File: src/rtl/ldpc_pkg.sv
// ldpc_pkg
//   Definitions shared by the LDPC front end and the decoder core:
//   default LLR sample width, lanes per decoder input word, the packed
//   word type, and a helper that sizes lane counters.
package ldpc_pkg;

    localparam int LDPC_LLR_W  = 6;
    localparam int LDPC_LANES  = 36;
    localparam int LDPC_WORD_W = LDPC_LLR_W * LDPC_LANES;

    // One decoder input word at the default geometry.
    typedef logic [LDPC_WORD_W-1:0] ldpc_word_t;

    // Width of a counter that indexes 0..lanes-1 (at least one bit).
    function automatic int cnt_width(input int lanes);
        return (lanes > 1) ? $clog2(lanes) : 1;
    endfunction

endpackage

File: src/rtl/ldpc_out_reg.sv
// ldpc_out_reg
//   One-entry ready/valid register slice with a generic payload.
//   Accepts a new entry whenever it is empty or its current entry is
//   being taken in the same cycle, so back-to-back transfers run at
//   full rate. The payload resets to zero.
// Ports:
//   clk, reset_n   clock, asynchronous active-low reset
//   in_valid_i     upstream entry valid
//   in_ready_o     slice can take an entry this cycle
//   in_payload_i   upstream payload
//   out_valid_o    slice holds an entry
//   out_ready_i    downstream takes the entry
//   out_payload_o  held payload, stable while out_valid_o & !out_ready_i
module ldpc_out_reg #(
    parameter int PAYLOAD_W = 8
) (
    input  logic                 clk,
    input  logic                 reset_n,
    input  logic                 in_valid_i,
    output logic                 in_ready_o,
    input  logic [PAYLOAD_W-1:0] in_payload_i,
    output logic                 out_valid_o,
    input  logic                 out_ready_i,
    output logic [PAYLOAD_W-1:0] out_payload_o
);

    logic                 valid_q, valid_d;
    logic [PAYLOAD_W-1:0] payload_q, payload_d;

    assign in_ready_o    = !valid_q || out_ready_i;
    assign out_valid_o   = valid_q;
    assign out_payload_o = payload_q;

    always_comb begin
        valid_d   = valid_q;
        payload_d = payload_q;
        if (in_valid_i && in_ready_o) begin
            valid_d   = 1'b1;
            payload_d = in_payload_i;
        end else if (out_ready_i) begin
            valid_d = 1'b0;
        end
    end

    always_ff @(posedge clk or negedge reset_n) begin
        if (!reset_n) begin
            valid_q   <= 1'b0;
            payload_q <= '0;
        end else begin
            valid_q   <= valid_d;
            payload_q <= payload_d;
        end
    end

endmodule

File: src/rtl/ldpc_llr_packer.sv
// ldpc_llr_packer
//   Collects serial LLR samples into LANES-wide decoder input words with
//   frame delimiting, zero-padded flush of a partial word at end of frame,
//   a per-frame word index and ready/valid backpressure on both sides.
// Ports:
//   clk, reset_n        clock, asynchronous active-low reset
//   in_valid/in_ready   sample handshake
//   in_llr              sample value (passed through unmodified)
//   in_sof/in_eof       frame delimiters, qualified by accept
//   out_valid/out_ready word handshake
//   out_data            packed word, unfilled lanes zero
//   out_fill            number of valid lanes (1..LANES)
//   out_sof/out_eof     first/last word of the frame
//   out_widx            word index within the frame
//   err_sof             one-cycle pulse: SOF while a frame was still open
module ldpc_llr_packer
    import ldpc_pkg::*;
#(
    parameter int LLR_W     = LDPC_LLR_W,
    parameter int LANES     = LDPC_LANES,
    parameter int LSB_FIRST = 1,
    parameter int WIDX_W    = 16,
    localparam int FILL_W   = $clog2(LANES + 1),
    localparam int WORD_W   = LLR_W * LANES
) (
    input  logic              clk,
    input  logic              reset_n,
    input  logic              in_valid,
    output logic              in_ready,
    input  logic [LLR_W-1:0]  in_llr,
    input  logic              in_sof,
    input  logic              in_eof,
    output logic              out_valid,
    input  logic              out_ready,
    output logic [WORD_W-1:0] out_data,
    output logic [FILL_W-1:0] out_fill,
    output logic              out_sof,
    output logic              out_eof,
    output logic [WIDX_W-1:0] out_widx,
    output logic              err_sof
);

    localparam int CNT_W = cnt_width(LANES);
    localparam int PAY_W = WORD_W + FILL_W + 2 + WIDX_W;
    localparam logic [CNT_W-1:0] LAST = CNT_W'(LANES - 1);

    // Word assembly state; pack_q doubles as the holding buffer for a
    // closed word that could not enter the output register (pending_q).
    logic [WORD_W-1:0] pack_q, pack_d;
    logic [CNT_W-1:0]  cnt_q, cnt_d;
    logic              pending_q, pending_d;
    logic              open_q, open_d;
    logic              first_q, first_d;
    logic [WIDX_W-1:0] widx_q, widx_d;
    logic [FILL_W-1:0] pfill_q, pfill_d;
    logic              psof_q, psof_d;
    logic              peof_q, peof_d;
    logic [WIDX_W-1:0] pwidx_q, pwidx_d;
    logic              err_q, err_d;

    logic              accept;
    logic              out_free;
    logic              ld_valid;
    logic [PAY_W-1:0]  ld_payload;
    logic [PAY_W-1:0]  out_payload;

    logic [WORD_W-1:0] base_pack;
    logic [CNT_W-1:0]  base_cnt;
    logic [CNT_W-1:0]  lane_sel;
    logic [WORD_W-1:0] word;
    logic [FILL_W-1:0] fill;
    logic [WIDX_W-1:0] wr_widx;
    logic              wr_first;

    assign in_ready = !pending_q;
    assign accept   = in_valid && in_ready;
    assign err_sof  = err_q;

    always_comb begin
        pack_d     = pack_q;
        cnt_d      = cnt_q;
        pending_d  = pending_q;
        open_d     = open_q;
        first_d    = first_q;
        widx_d     = widx_q;
        pfill_d    = pfill_q;
        psof_d     = psof_q;
        peof_d     = peof_q;
        pwidx_d    = pwidx_q;
        err_d      = 1'b0;
        ld_valid   = 1'b0;
        ld_payload = '0;
        base_pack  = pack_q;
        base_cnt   = cnt_q;
        lane_sel   = '0;
        word       = '0;
        fill       = '0;
        wr_widx    = widx_q;
        wr_first   = first_q;

        if (pending_q) begin
            // No accepts while pending, so only the drain can happen here.
            if (out_free) begin
                ld_valid   = 1'b1;
                ld_payload = {pack_q, pfill_q, psof_q, peof_q, pwidx_q};
                pack_d     = '0;
                pending_d  = 1'b0;
            end
        end else if (accept && (in_sof || open_q)) begin
            if (in_sof) begin
                // A new SOF throws away any partial word of the open frame.
                base_pack = '0;
                base_cnt  = '0;
                wr_widx   = '0;
                wr_first  = 1'b1;
                open_d    = 1'b1;
                err_d     = open_q;
            end

            lane_sel = (LSB_FIRST != 0) ? base_cnt : (LAST - base_cnt);
            // Lanes above cnt are always zero, so OR-ing places the sample.
            word     = base_pack | (WORD_W'(in_llr) << (int'(lane_sel) * LLR_W));

            if (base_cnt == LAST || in_eof) begin
                fill    = FILL_W'(base_cnt) + FILL_W'(1);
                cnt_d   = '0;
                widx_d  = wr_widx + WIDX_W'(1);
                first_d = 1'b0;
                if (in_eof) begin
                    open_d = 1'b0;
                end
                if (out_free) begin
                    ld_valid   = 1'b1;
                    ld_payload = {word, fill, wr_first, in_eof, wr_widx};
                    pack_d     = '0;
                end else begin
                    pending_d = 1'b1;
                    pack_d    = word;
                    pfill_d   = fill;
                    psof_d    = wr_first;
                    peof_d    = in_eof;
                    pwidx_d   = wr_widx;
                end
            end else begin
                pack_d  = word;
                cnt_d   = base_cnt + CNT_W'(1);
                widx_d  = wr_widx;
                first_d = wr_first;
            end
        end
    end

    always_ff @(posedge clk or negedge reset_n) begin
        if (!reset_n) begin
            pack_q    <= '0;
            cnt_q     <= '0;
            pending_q <= 1'b0;
            open_q    <= 1'b0;
            first_q   <= 1'b0;
            widx_q    <= '0;
            pfill_q   <= '0;
            psof_q    <= 1'b0;
            peof_q    <= 1'b0;
            pwidx_q   <= '0;
            err_q     <= 1'b0;
        end else begin
            pack_q    <= pack_d;
            cnt_q     <= cnt_d;
            pending_q <= pending_d;
            open_q    <= open_d;
            first_q   <= first_d;
            widx_q    <= widx_d;
            pfill_q   <= pfill_d;
            psof_q    <= psof_d;
            peof_q    <= peof_d;
            pwidx_q   <= pwidx_d;
            err_q     <= err_d;
        end
    end

    ldpc_out_reg #(
        .PAYLOAD_W(PAY_W)
    ) u_out_reg (
        .clk          (clk),
        .reset_n      (reset_n),
        .in_valid_i   (ld_valid),
        .in_ready_o   (out_free),
        .in_payload_i (ld_payload),
        .out_valid_o  (out_valid),
        .out_ready_i  (out_ready),
        .out_payload_o(out_payload)
    );

    assign {out_data, out_fill, out_sof, out_eof, out_widx} = out_payload;

endmodule

File: config.mk
export PLATFORM = sky130hd
export DESIGN_NAME = ldpc_llr_packer
export DESIGN_NICKNAME = d
export VERILOG_FILES = /design/src/rtl/ldpc_pkg.sv /design/src/rtl/ldpc_out_reg.sv /design/src/rtl/ldpc_llr_packer.sv
export SDC_FILE = /design/constraint.sdc
export NUM_CORES = 1
export LEC_CHECK = 0
export CORE_MARGIN = 10
export CORE_UTILIZATION = 35
export DETAILED_ROUTE_END_ITERATION = 12
export GPL_TIMING_DRIVEN = 1
export PLACE_DENSITY = 0.65
export SYNTH_ARGS = -nofsm -noshare
export SYNTH_HDL_FRONTEND = slang
export SYNTH_SLANG_ARGS = --single-unit
File: constraint.sdc
create_clock -name clk -period 5.3 [get_ports clk]
set_input_delay 0.795 -clock clk [delete_from_list [all_inputs] [get_ports clk]]
set_output_delay 0.795 -clock clk [all_outputs]
set_load 0.005 [all_outputs]
==> insert_results.sql <==
INSERT INTO impl_metrics (metric_group, metric, value, unit) VALUES
('power', 'maximum_resistive_drop_on_vdd', '319', 'uV'),
('setup_path', 'cp.depth', '12', ''),
('setup_path', 'critical_path.endpoint_type', 'flip-flop', ''),
('power', 'leakagePower', '10.8', 'nW'),
('setup_path', 'cp_top_family', 'buffers and inverters', ''),
('sta', 'finalHoldViolCount', '0', ''),
('sta', 'hold_slack', '0.281', 'ns'),
('placement', 'gp_congestion', '0.891', ''),
('setup_path', 'r2r_start', 'cnt_q[0]', ''),
('cts', 'cts-root-buf', 'clkbuf_16', ''),
('finish', 'postLayoutCellArea', '25700', 'um2'),
('logic_synthesis', 'synthesis.nets', '1983', ''),
('logic_synthesis', 'synth.cell_area', '20700', 'um2'),
('detailed_routing', 'drt_wl_total', '66.7', 'mm'),
('cts', 'cts_max_path_buffers', '3', ''),
('power', 'report.power.total', '8.48', 'mW'),
('logic_synthesis', 'synthTopCellsByCount', 'dfrtp_1 (507), o21ai_0 (409), nand2_1 (321), a22oi_1 (223), clkbuf_1 (125)', ''),
('logic_synthesis', 'count_of_mapped_cells_out_of_synthesis', '1966', ''),
('sta', 'final_critical_path_time_including_i_o_delays_and_setup', '4.17', 'ns'),
('floorplan', 'initial_util', '0.352', ''),
('global_routing', 'globalRouteTotalUtil', '0.186', ''),
('sta', 'worst_pin_slew', '1.32', 'ns'),
('finish', 'area_growth_syn_to_layout', '24.5', '%'),
('sta', 'fin_skew', '0.0278', 'ns'),
('setup_path', 'critical_register_to_register_path_endpoint', 'u_out_reg.out_payload_o[142]', ''),
('sta', 'setup_viol', '0', ''),
('floorplan', 'io_pins', '255', ''),
('logic_synthesis', 'synth-seq-cells', '507', ''),
('detailed_routing', 'vias_per_cell', '5.63', ''),
('cts', 'clock_tree_from_tritoncts', 'yes', ''),
('logic_synthesis', 'ys_top_cells_by_area', 'dfrtp_1 (61%), o21ai_0 (9.9%), a22oi_1 (8.1%), nand2_1 (5.8%), clkbuf_1 (2.3%)', ''),
('floorplan', 'floorplan.rows', '89', ''),
('detailed_routing', 'initial_detailed_routing_violation_count', '1783', ''),
('cts', 'clock_latency_late_sink', '0.63', 'ns'),
('logic_synthesis', 'synth_async_sr_flop_share', '1.00', ''),
('floorplan', 'design.core.area', '58800', 'um2'),
('setup_path', 'cp_slowest_cell', 'buf_4', ''),
('detailed_routing', 'vias', '16700', ''),
('hold_path', 'hp-class', 'in2async', ''),
('setup_path', 'longest_individual_stage_delay_on_the_worst_path', '0.78', 'ns'),
('finish', 'finalCoreUtilization', '0.438', ''),
('cts', 'postcts_resize_cnt', '0', ''),
('placement', 'dp_cells', '2866', ''),
('power', 'power.density', '329', 'nW/um2'),
('finish', 'instances_no_fill', '2964', ''),
('detailed_routing', 'detail_route.drc_violations', '0', ''),
('finish', 'final_layout_size_suffix_gt1_frac', '0.0794', ''),
('floorplan', 'floorplan.die.height', '263', 'um'),
('cts', 'numCtsBuffers', '53', ''),
('setup_path', 'critPathMostFrequentCell', 'buf_4', ''),
('sta', 'maxClockFrequency', '0.240', 'GHz'),
('cts', 'post_cts_setup_buffer_count', '0', ''),
('setup_path', 'worst-endpoint-required', '5.81', 'ns'),
('setup_path', 'worst-path-buf-inv', '4', ''),
('cts', 'htreeDepth', '2', ''),
('placement', 'buffer_ports.inserted', '254', ''),
('floorplan', 'fp.dieW', '263', 'um'),
('cts', 'clock-sinks', '507', ''),
('global_routing', 'globalRouteOverflowTotal', '0', ''),
('global_routing', 'first_global_vias', '16300', ''),
('placement', 'dp.final_hpwl', '43.9', 'mm'),
('sta', 'relSlewSlack', '0.114', ''),
('setup_path', 'worstPathMaxFanout', '71', ''),
('setup_path', 'cp-start-kind', 'primary input', ''),
('sta', 'grt_setup_unrepaired', 'false', ''),
('finish', 'num-nets-final', '2165', ''),
('global_routing', 'wire_length_of_the_first_global_routing_pass', '102', 'mm'),
('logic_synthesis', 'ys_seq_area_frac', '0.614', ''),
('outcome', 'status', 'finished, final reports clean', ''),
('setup_path', 'cp_data_arrival_time', '4.67', 'ns'),
('logic_synthesis', 'post_synthesis_cell_type_with_the_largest_combined_area', 'dfrtp_1', '');
## worst register-to-register path, delay by kind of cell (launching register included)
kind                     cells  cell delay [ns]
XOR/XNOR                     1             0.26
flip-flops                   1             0.75
adder cells (fa/ha/maj)      1             0.31
AO/OA/AOI/OAI                2             0.90
buffers and inverters        1             0.11
AND/OR/NAND/NOR              4             1.54
## flip-flops by register name, indices dropped and copies added, names as in the netlist
register and flops:
peof_q 1, pack_q 216, psof_q 1, open_q 1, u_out_reg.out_valid_o 1, pwidx_q 16, pfill_q 6, first_q 1
u_out_reg.out_payload_o 240, err_sof 1, cnt_q 6, widx_q 16, pending_q 1
## cells by family (layout without fill, tap and decap cells)
kind of cell | Yosys count | after routing | share of synthesized area
XOR/XNOR | 24 | 24 | 0.0102
adder cells (fa/ha/maj) | 5 | 5 | 0.00303
flip-flops | 507 | 507 | 0.614
AND/OR/NAND/NOR | 462 | 462 | 0.0968
AO/OA/AOI/OAI | 762 | 762 | 0.229
buffers and inverters | 187 | 412 | 0.0375
multiplexers | 19 | 19 | 0.00993
## layout make-up
cell class	count	area (um2)
Clock buffer	76	1520
Clock inverter	22	307
Fill cell	5501	33100
Inverter	22	82.6
Multi-Input combinational cell	1272	7250
Sequential cell	507	12700
Tap cell	773	967
Timing Repair Buffer	292	2920
## layout by cell type, fill, tap and decap left out, drive strengths merged, types with 4 or more instances in the layout
master	Yosys	routed
a221o	9	9
nand4	9	9
nand2	321	321
clkdlybuf4s50	0	253
nor2	42	42
ha	5	5
and2	8	8
clkinv	0	13
nor4	8	8
o221ai	9	9
bufinv	0	5
clkbuf	125	76
inv	22	25
mux2	12	12
a32oi	4	4
a22o	4	4
nand3	28	28
nor3	11	11
nor2b	14	14
dfrtp	507	507
a21oi	20	20
a222oi	14	14
buf	40	39
a22oi	223	223
a21o	5	5
o21ai	448	448
xnor2	11	11
mux2i	7	7
xor2	13	13
o31ai	5	5
## per-layer routing
layer,up-vias,GRT usage,wire length [um],part of all wire
met3,94,0.0536,6060,0.091
met4,10,0.0461,1310,0.020
met2,671,0.294,31400,0.47
li1,7433,-,-,-
met5,-,0,71,0.0011
met1,8483,0.246,27800,0.42
## how the worst max path moves through the flow
stage	slack (ns)	to	from
finish	1.13	u_out_reg.out_payload_o[76]	in_sof
global route	0.88	u_out_reg.out_payload_o[178]	in_sof
CTS	1.21	u_out_reg.out_payload_o[79]	in_sof
detailed placement	0.59	u_out_reg.out_payload_o[79]	in_sof
global placement	0.71	u_out_reg.out_payload_o[76]	in_sof
floorplan	1.27	pack_q[128]	in_sof
## power breakdown
group	switching [mW]	leakage, nW	internal [mW]
sequential	0.0626	7.04	3.95
combinational	0.425	2.87	0.185
clock	1.60	0.897	2.26
Note: power is estimated with default switching activity, not from simulation.
